--- config.mk ---
export PLATFORM = sky130hd
export DESIGN_NAME = airlock_sequencer
export DESIGN_NICKNAME = d
export VERILOG_FILES = /design/src/rtl/airlock_pkg.sv /design/src/rtl/airlock_sequencer_phase_timer.sv /design/src/rtl/airlock_sequencer.sv
export SDC_FILE = /design/constraint.sdc
export NUM_CORES = 1
export LEC_CHECK = 0
export CORE_MARGIN = 3
export CORE_UTILIZATION = 62
export DETAILED_ROUTE_END_ITERATION = 7
export DONT_BUFFER_PORTS = 1
export PLACE_DENSITY_LB_ADDON = 0.15
export SLEW_MARGIN = 20
export SYNTH_ARGS = -nofsm -noshare
export SYNTH_HDL_FRONTEND = slang
export SYNTH_SLANG_ARGS = --single-unit
--- constraint.sdc ---
create_clock -name clk -period 5.4 [get_ports clk]
set_clock_uncertainty 0.05 [all_clocks]
set_input_delay 0.54 -clock clk [delete_from_list [all_inputs] [get_ports clk]]
set_output_delay 0.54 -clock clk [all_outputs]
set_load 0.03 [all_outputs]
--- src/rtl/airlock_pkg.sv ---
// Shared types and constants for the airlock sequencer.
//   state_e    : FSM state encoding (also driven on the debug 'state' port)
//   DIR_*      : direction register values
//   is_eq_state: true for the two equalize phases
package airlock_pkg;

  typedef enum logic [2:0] {
    IDLE  = 3'd0,
    EQ1   = 3'd1,
    DOOR1 = 3'd2,
    EQ2   = 3'd3,
    DOOR2 = 3'd4,
    FAULT = 3'd7
  } state_e;

  localparam logic DIR_ARRIVE = 1'b0;
  localparam logic DIR_DEPART = 1'b1;

  function automatic logic is_eq_state(input state_e s);
    return (s == EQ1) || (s == EQ2);
  endfunction

endpackage

--- src/rtl/airlock_sequencer_phase_timer.sv ---
// Equalize-phase cycle counter with dwell and timeout comparisons.
// Ports:
//   clk, rst      : clock, synchronous active-high reset
//   clear_i       : force count to zero (held while not in an equalize phase)
//   en_i          : count one cycle; saturates at all-ones
//   min_i         : minimum dwell in cycles (>= 1)
//   timeout_i     : timeout in cycles (>= 1)
//   cnt_o         : current count
//   min_hit_o     : cnt >= min_i - 1
//   timeout_hit_o : cnt == timeout_i - 1
module phase_timer #(
  parameter int unsigned CNT_W = 8
) (
  input  logic             clk,
  input  logic             rst,
  input  logic             clear_i,
  input  logic             en_i,
  input  logic [CNT_W-1:0] min_i,
  input  logic [CNT_W-1:0] timeout_i,
  output logic [CNT_W-1:0] cnt_o,
  output logic             min_hit_o,
  output logic             timeout_hit_o
);

  localparam logic [CNT_W-1:0] CNT_MAX = '1;

  logic [CNT_W-1:0] cnt_q;
  logic [CNT_W-1:0] cnt_d;

  // Clear wins over count; count saturates.
  always_comb begin
    cnt_d = cnt_q;
    if (clear_i) begin
      cnt_d = '0;
    end else if (en_i && (cnt_q != CNT_MAX)) begin
      cnt_d = cnt_q + CNT_W'(1);
    end
  end

  always_ff @(posedge clk) begin
    if (rst) begin
      cnt_q <= '0;
    end else begin
      cnt_q <= cnt_d;
    end
  end

  assign cnt_o         = cnt_q;
  assign min_hit_o     = (cnt_q >= (min_i - CNT_W'(1)));
  assign timeout_hit_o = (cnt_q == (timeout_i - CNT_W'(1)));

endmodule

--- src/rtl/airlock_sequencer.sv ---
// Two-door airlock controller sequencing arrival and departure.
// Arrival:   EQ1=evacuate,   DOOR1=outer, EQ2=pressurize, DOOR2=inner.
// Departure: EQ1=pressurize, DOOR1=inner, EQ2=evacuate,   DOOR2=outer.
// Ports:
//   clk, rst                  : clock, synchronous active-high reset
//   arrive_req, depart_req    : operator requests, sampled only in IDLE
//   pressurized, evacuated    : chamber pressure sensors
//   outer_open, inner_open    : door sensors
//   arriving, departing       : sequence-in-progress flags
//   pump_press, pump_evac     : pump commands
//   outer_unlock, inner_unlock: door unlock commands
//   done                      : one-cycle completion pulse
//   fault                     : latched fault (cleared only by rst)
//   state                     : current state encoding for debug
module airlock_sequencer
  import airlock_pkg::*;
#(
  parameter int unsigned PRESS_MIN = 8,
  parameter int unsigned EVAC_MIN  = 8,
  parameter int unsigned TIMEOUT   = 64,
  parameter int unsigned CNT_W     = 8
) (
  input  logic       clk,
  input  logic       rst,
  input  logic       arrive_req,
  input  logic       depart_req,
  input  logic       pressurized,
  input  logic       evacuated,
  input  logic       outer_open,
  input  logic       inner_open,
  output logic       arriving,
  output logic       departing,
  output logic       pump_press,
  output logic       pump_evac,
  output logic       outer_unlock,
  output logic       inner_unlock,
  output logic       done,
  output logic       fault,
  output logic [2:0] state
);

  state_e state_q, state_d;
  logic   dir_q, dir_d;
  logic   seen_q, seen_d;

  logic arriving_q, arriving_d;
  logic departing_q, departing_d;
  logic pump_press_q, pump_press_d;
  logic pump_evac_q, pump_evac_d;
  logic outer_unlock_q, outer_unlock_d;
  logic inner_unlock_q, inner_unlock_d;
  logic done_q, done_d;
  logic fault_q, fault_d;

  logic             in_eq;
  logic             eq_press;
  logic             eq_sensor;
  logic             door_outer;
  logic             door_sensor;
  logic             active_d;
  logic [CNT_W-1:0] eq_min;
  logic [CNT_W-1:0] cnt;
  logic             min_hit;
  logic             timeout_hit;

  // Phase decode from current state and direction.
  assign in_eq       = is_eq_state(state_q);
  assign eq_press    = (state_q == EQ1) ? (dir_q == DIR_DEPART) : (dir_q == DIR_ARRIVE);
  assign eq_sensor   = eq_press ? pressurized : evacuated;
  assign door_outer  = (state_q == DOOR1) ? (dir_q == DIR_ARRIVE) : (dir_q == DIR_DEPART);
  assign door_sensor = door_outer ? outer_open : inner_open;
  assign eq_min      = eq_press ? CNT_W'(PRESS_MIN) : CNT_W'(EVAC_MIN);

  // Counter is held clear outside EQ, so it reads zero on EQ entry.
  phase_timer #(
    .CNT_W(CNT_W)
  ) u_timer (
    .clk          (clk),
    .rst          (rst),
    .clear_i      (!in_eq),
    .en_i         (in_eq),
    .min_i        (eq_min),
    .timeout_i    (CNT_W'(TIMEOUT)),
    .cnt_o        (cnt),
    .min_hit_o    (min_hit),
    .timeout_hit_o(timeout_hit)
  );

  // Next state, and outputs decoded from the next state so they are registered.
  always_comb begin
    state_d = state_q;
    dir_d   = dir_q;
    seen_d  = seen_q;
    done_d  = 1'b0;

    case (state_q)
      IDLE: begin
        seen_d = 1'b0;
        if (arrive_req) begin
          state_d = EQ1;
          dir_d   = DIR_ARRIVE;
        end else if (depart_req) begin
          state_d = EQ1;
          dir_d   = DIR_DEPART;
        end
      end
      EQ1, EQ2: begin
        // Fault checks outrank the normal exit.
        if (pressurized && evacuated) begin
          state_d = FAULT;
        end else if (timeout_hit && !eq_sensor) begin
          state_d = FAULT;
        end else if (min_hit && eq_sensor) begin
          state_d = (state_q == EQ1) ? DOOR1 : DOOR2;
        end
      end
      DOOR1, DOOR2: begin
        if (door_sensor) begin
          seen_d = 1'b1;
        end
        // Exit once the door has been seen open and is now closed.
        if (seen_q && !door_sensor) begin
          seen_d = 1'b0;
          if (state_q == DOOR1) begin
            state_d = EQ2;
          end else begin
            state_d = IDLE;
            done_d  = 1'b1;
          end
        end
      end
      FAULT:   state_d = FAULT;
      default: state_d = FAULT;
    endcase

    active_d       = (state_d == EQ1) || (state_d == DOOR1) ||
                     (state_d == EQ2) || (state_d == DOOR2);
    arriving_d     = active_d && (dir_d == DIR_ARRIVE);
    departing_d    = active_d && (dir_d == DIR_DEPART);
    pump_press_d   = ((state_d == EQ1) && (dir_d == DIR_DEPART)) ||
                     ((state_d == EQ2) && (dir_d == DIR_ARRIVE));
    pump_evac_d    = ((state_d == EQ1) && (dir_d == DIR_ARRIVE)) ||
                     ((state_d == EQ2) && (dir_d == DIR_DEPART));
    outer_unlock_d = ((state_d == DOOR1) && (dir_d == DIR_ARRIVE)) ||
                     ((state_d == DOOR2) && (dir_d == DIR_DEPART));
    inner_unlock_d = ((state_d == DOOR1) && (dir_d == DIR_DEPART)) ||
                     ((state_d == DOOR2) && (dir_d == DIR_ARRIVE));
    fault_d        = (state_d == FAULT);
  end

  always_ff @(posedge clk) begin
    if (rst) begin
      state_q        <= IDLE;
      dir_q          <= DIR_ARRIVE;
      seen_q         <= 1'b0;
      arriving_q     <= 1'b0;
      departing_q    <= 1'b0;
      pump_press_q   <= 1'b0;
      pump_evac_q    <= 1'b0;
      outer_unlock_q <= 1'b0;
      inner_unlock_q <= 1'b0;
      done_q         <= 1'b0;
      fault_q        <= 1'b0;
    end else begin
      state_q        <= state_d;
      dir_q          <= dir_d;
      seen_q         <= seen_d;
      arriving_q     <= arriving_d;
      departing_q    <= departing_d;
      pump_press_q   <= pump_press_d;
      pump_evac_q    <= pump_evac_d;
      outer_unlock_q <= outer_unlock_d;
      inner_unlock_q <= inner_unlock_d;
      done_q         <= done_d;
      fault_q        <= fault_d;
    end
  end

  // An equalize phase always leaves by TIMEOUT-1, so the count never passes it.
  always_ff @(posedge clk) begin
    if (!rst && in_eq) begin
      assert (cnt <= CNT_W'(TIMEOUT - 1));
    end
  end

  assign arriving     = arriving_q;
  assign departing    = departing_q;
  assign pump_press   = pump_press_q;
  assign pump_evac    = pump_evac_q;
  assign outer_unlock = outer_unlock_q;
  assign inner_unlock = inner_unlock_q;
  assign done         = done_q;
  assign fault        = fault_q;
  assign state        = state_q;

endmodule
==> key figures, run 1 <==
Cells and area
  • Max reg flops: 8
  • Final core utilization: 0.708
  • Antenna Diode Count: 0
  • Nets@finish: 139
  • P&R area growth vs syn: 1.83%
  • Layout cell share with drive strength beyond 1: 0.124

Worst setup path
  • Setup crit end kind: flip-flop
  • Startpoint Class: flip-flop
  • Top delay family on crit path: flip-flops
  • Critical Path AT: 2.53 ns
  • Crit-path cells: nor3b_2 -> xnor2_1 -> mux2i_2 -> a21oi_2 -> a31oi_1 -> o221ai_1
  • CP max-delay cell: dfxtp_1
  • Buf/Inv on CP: 0
  • Critical Path RT: 5.53 ns
  • Setup CP Type: flip-flop to flip-flop
  • CP max stage delay: 0.91 ns
  • Crit-path max FO: 18

STA
  • Fin Hold WS: 0.241 ns
  • Final hold violation count: 0
  • Worst slew margin: 0.414
  • Setup TNS Final: 0 ns
  • RSZ-0062 raised after global routing: no
  • # setup viols final: 0
  • Worst slew pin tran: 0.878 ns
  • Tcrit/Tclk final: 0.445
  • Worst Slack Setup Final: 3.00 ns
  • Fmax: 416 MHz
  • Slew Limit Fails: 0
  • Min Tclk post-route: 2.40 ns

Placed design
  • DP Wirelength: 1650 um
  • Place WS: 3.03 ns
  • RePlAce Congestion: 0.826
  • PortBufs: 0

Global routing
  • Antenna violations before repair: 0
  • Grt met3 use: 0.0902
  • Number of global-route vias before repair: 867
  • M2 GR Usage: 0.340
  • First-pass GRT wire length: 3650 um
  • Met1 Use GR: 0.291
  • Pin count of the biggest net entering global routing: 19
  • Congestion Overflow GR: 0
  • GR peak layer: met2
  • GRT Util Overall: 0.222

CTS
  • Clock tree sinks: 21
  • CTS Hold Buffers Added: 0
  • H-tree levels: 1
  • CTS buffer count: 3
  • Clock slew at reported path FFs: 0.10 ns
  • Clk buf depth: 2
  • Clk_lat worst skew: 0.30 ns
  • Post-cts repair resize count: 0
  • Setup bufs post-CTS: 0
  • Clock root buffer: clkbuf_4
  • CTS tree: yes

Status
  • Status: finished, final reports clean

Power
  • Pwr Density: 280 nW/um^2
  • LEAKAGE: 0.392 nW
  • VDD IR-drop max: 0.205 mV

Synthesis
  • Top_reg_cell synth: dfxtp_1
  • Number of flops mapped to enable cells by yosys: 0
  • Post-synth cell types: 36
  • Syn Nets: 140
  • Fraction of registers with async set/reset: 0
  • Share of the synthesized area in the top cell type: 0.384
  • Avg Inst Size Synth: 8.37 um^2
  • Sequential element share of the synthesized area: 0.384
  • Synth Cell Area: 1100 um^2
  • Ys Warns: 0
  • Yosys reg bits: 21
  • Mapped Cells: 131
  • Synth top area cells: dfxtp_1 38%, nand2_1 5.8%, nor2_1 4.5%
  • Yosys top cell by area: dfxtp_1

Route
  • Drt wl/cell: 15.0 um
  • # DRC: 0
  • Vias after detailed routing: 919
  • Vias per cell: 6.34
  • Drt pass-1 iters: 4
  • Initial DRC Count: 49
  • Final wirelength: 2180 um
  • ANT nets after route: 0

Die
  • Die Span X: 48.0 um
  • Die Y: 48.0 um
  • # IOs: 19
  • Core Rows: 14
  • Die area: 2310 um^2
  • Core area: 1580 um^2
  • Initial Util: 0.695

Worst hold path
  • Worst hold path class: input pin to flip-flop

Job
  • Max-cap violation count: 0
==> report_power, final <==
part / total (W) / leakage, nW / switching (W) / internal [W]
clock network: 0.0000708 / 0.0177 / 0.0000432 / 0.0000276
registers: 0.000187 / 0.171 / 0.0000235 / 0.000163
logic: 0.0000550 / 0.204 / 0.0000303 / 0.0000247
total: 0.000313 / 0.392 / 0.0000970 / 0.000216
==> synthesized netlist by cell type, drive strengths merged (3+ instances only) <==
library cell and count:
nor3b 4, nor3 8, nand2b 4, mux2i 5
a21oi 7, buf 5, dfxtp 21, nand2 17
xor2 3, a31oi 3, nor2 13, nand3 4
or2 5, xnor2 5, o22ai 3
==> metrics by stage <==
step,std cells,cell area [um^2],power (W)
global placement,141,1090,0.000242
floorplan,131,1100,0.000236
global route,145,1120,0.000331
detailed placement,141,1090,0.000245
finish,145,1120,0.000313
CTS,145,1120,0.000315
==> worst reg2reg max path, stage by stage, from the launching register on <==
cell and delay [ns]:
dfxtp_1 0.91, nor3b_2 0.13, xnor2_1 0.24, mux2i_2 0.40, a21oi_2 0.16, a31oi_1 0.24, o221ai_1 0.15
==> layout by cell type (no fill, tap or decap), drive strengths merged, types with 4 or more instances in the layout <==
cell    instances
nor3b           4
or2             5
xnor2           5
nand2          17
nand3           4
nand2b          4
mux2i           5
nor2           13
nor3            8
dfxtp          21
a21oi           7
==> layout make-up <==
type                       count  area [um^2]
tap                           16         20.0
inverter                       2         7.51
sequential                    21          420
clock inverter                 1         5.00
clock buffer                   3         22.5
multi-input combinational    102          641
fill                         131          460
==> routing by layer <==
metal	vias to the layer above	part of all wire	wire, um
met2	44	0.46	1000
met4	0	0.0087	19
met3	4	0.078	170
li1	457	-	-
met5	-	0	0
met1	414	0.45	983
==> path summary, 6_finish.rpt <==
| check | start | end | slack, ns | cells after the start |
|---|---|---|---|---|
| max | state[1] | pump_press | 3.00 | 6 |
| min reg2reg | seen_q | done | 0.43 | 2 |
| max reg2reg | state[1] | pump_press | 3.00 | 6 |
| min | rst | seen_q | 0.24 | 1 |
==> logic make-up after synthesis <==
group,share of synthesized area
buf+inv,0.0320
simple gates,0.287
compound gates,0.153
fa+ha+maj,0.0114
mux,0.0696
xor+xnor,0.0639
flops,0.384
(Power assumes the default switching activity.)
==> run 2, diff against run 1 <==
Settings changed: CORE_ASPECT_RATIO from default to 0.7, CORE_UTILIZATION 62 to 54.
Clock period 5.4 ns to 2.2 ns, I/O delays scaled along.
==> run 2 against run 1 <==
Net effect: core utilization decreased by 2.5 points; maximum frequency up 22%; non-clock buffer count up 8; global-route usage is 0.47 points lower; worst hold slack got worse by 0.23 ns; sequential share of layout area is 2.3 points lower; critical path depth increased by 1; wire length up 11%; clock power increased to 2.6 times the previous value; count of clock-buffer cells in the layout unchanged; sequential power is 140% higher.
==> key figures, run 2 (synthesis gave the netlist of run 1 again) <==
STA
  • RSZ-0062 raised after global routing: no
  • # setup viols final: 0
  • Min Tclk post-route: 1.97 ns
  • Fmax: 507 MHz
  • Worst slew pin tran: 0.457 ns
  • Tcrit/Tclk final: 0.896
  • Fin Hold WS: 0.0103 ns
  • Worst slew margin: 0.693
  • Setup TNS Final: 0 ns
  • Final hold violation count: 0
  • Slew Limit Fails: 0

Worst hold path
  • Hold Path Sink: state[1]
  • Worst hold path class: input pin to flip-flop
  • Hold Path Stages: 2
  • Hold_sp: rst

Status
  • Status: finished, final reports clean

Cells and area
  • Register area: 420 um^2
  • P&R area growth vs syn: 8.56%
  • Filler Cell Count: 153
  • Multi-input gate area in the final layout: 646 um^2
  • Most common cell after layout, fill and taps aside: dfxtp_1
  • Max reg flops: 8
  • Commonest non-fill, non-tap cells in the layout: 21 x dfxtp_1, 17 x nand2_1, 13 x nor2_1, 7 x buf_4
  • Nets@finish: 147
  • Non-Filler Instances: 158
  • Antenna Diode Count: 0
  • Layout cell share with drive strength beyond 1: 0.175
  • Final core utilization: 0.683

Power
  • Clock network power share: 0.230
  • Switching power share of the total: 0.318
  • Cell Int Power: 0.000543 W
  • Power Total: 0.000797 W
  • Switching power: 0.000254 W
  • Seq pwr share: 0.556
  • VDD IR-drop max: 0.605 mV
  • Pwr Density: 670 nW/um^2
  • LEAKAGE: 0.438 nW
  • Combinational Power Share: 0.214

Route
  • Met3 WL: 203 um
  • # DRC: 0
  • Vias after detailed routing: 972
  • Max Used Layer: met4
  • ANT nets after route: 0
  • Final wirelength: 2420 um
  • Drt pass-1 iters: 4
  • Drt wl/cell: 15.3 um
  • Vias per cell: 6.15
  • Initial DRC Count: 73
  • Routed met1 length: 1160 um
  • DR WL met2: 1030 um

Worst setup path
  • Crit-path cells: ha_1 -> nand3_1 -> or2_2 -> nor3_2 -> a21oi_2 -> a31oi_1 -> o221ai_1
  • Top delay family on crit path: simple AND/OR/NAND/NOR gates
  • Setup CP Type: flip-flop to flip-flop
  • Startpoint Class: flip-flop
  • RR Endpoint: pump_evac
  • Critical Path AT: 2.11 ns
  • CP max-delay cell: dfxtp_1
  • CP max stage delay: 0.40 ns
  • Buf/Inv on CP: 0
  • Worst Setup SP: u_timer.cnt_o[0]
  • R2R setup slack: 0.23 ns
  • Crit Reg-Reg Startpoint: u_timer.cnt_o[0]
  • FF-to-FF path depth: 7
  • Setup crit end kind: flip-flop
  • Crit-path max FO: 5
  • Critical Path RT: 2.34 ns

CTS
  • Clock root buffer: clkbuf_4
  • Setup bufs post-CTS: 0
  • Clock tree sinks: 21
  • Clk_lat worst skew: 0.31 ns
  • Clock slew at reported path FFs: 0.11 ns
  • H-tree levels: 1
  • CTS buffer count: 3
  • CTS tree: yes
  • Clk buf depth: 2

Die
  • Die Span X: 59.8 um
  • Die Y: 43.7 um
  • Core Rows: 12
  • Initial Util: 0.629
  • Core area: 1740 um^2
  • # IOs: 19
  • Die area: 2610 um^2

Global routing
  • First-pass GRT wire length: 4240 um
  • Number of global-route vias before repair: 934
  • Congestion Overflow GR: 0
  • Antenna violations before repair: 0
  • Pin count of the biggest net entering global routing: 13
  • GRT Util Overall: 0.217

Placed design
  • RePlAce Congestion: 0.855
  • Placed Cells: 153
  • PortBufs: 0
  • DP Wirelength: 1860 um

Job
  • Max-cap violation count: 0
run 2: cell count changes in the layout (fill, tap and decap cells not counted), sizes merged:
| cell | previous run | this run |
|---|---|---|
| buf | 0 | 7 |
| dlygate4sd3 | 0 | 1 |
run 2: layer usage:
layer / vias up / GRT usage
li1: 472 / -
met1: 456 / 0.294
met3: 5 / 0.0804
met4: 0 / 0.0619
met5: - / 0
met2: 39 / 0.321
run 2: power by group through the flow:
stage / logic, W / clock network [W] / registers (W)
after floorplan: 0.000127 / 0 / 0.000453
after global placement: 0.000159 / 0 / 0.000451
after detailed placement: 0.000165 / 0 / 0.000452
after CTS: 0.000169 / 0.000186 / 0.000443
after global routing: 0.000191 / 0.000208 / 0.000447
final: 0.000170 / 0.000183 / 0.000443
run 2: how the worst max path moves through the flow:
stage / end / slack (ns) / depth (start not counted)
5_1_grt: outer_unlock / 0.09 / 6
6_report: pump_evac / 0.23 / 7
3_5_place_dp: pump_press / 0.15 / 7
4_1_cts: pump_press / 0.14 / 7
3_3_place_gp: pump_press / 0.28 / 7
2_1_floorplan: pump_press / 0.24 / 6
run 2: timing repair:
item,CTS,global route
endpoints found under the setup margin,0,4
hold buffers,1,0
endpoints found under the hold margin,5,0
gates resized for setup,0,1
run 2: metrics by stage:
stage | area [um^2] | setup WS, ns
after floorplan | 1100 | 0.244
after global placement | 1150 | 0.281
after detailed placement | 1150 | 0.151
after CTS | 1180 | 0.143
after global routing | 1190 | 0.0919
final | 1190 | 0.229
run 2: final cells by class:
cell class                 count  share of cell area
multi-input combinational    102               0.543
sequential                    21               0.353
timing repair buffer           8              0.0526
tap                           21              0.0221
clock buffer                   3              0.0189
inverter                       2             0.00631
clock inverter                 1             0.00421
==> run 3, diff against run 2 <==
Settings changed: CAP_MARGIN from default to 20.
==> results of run 3 <==
No change in the layout: final DEF, timing and power equal those of run 2.
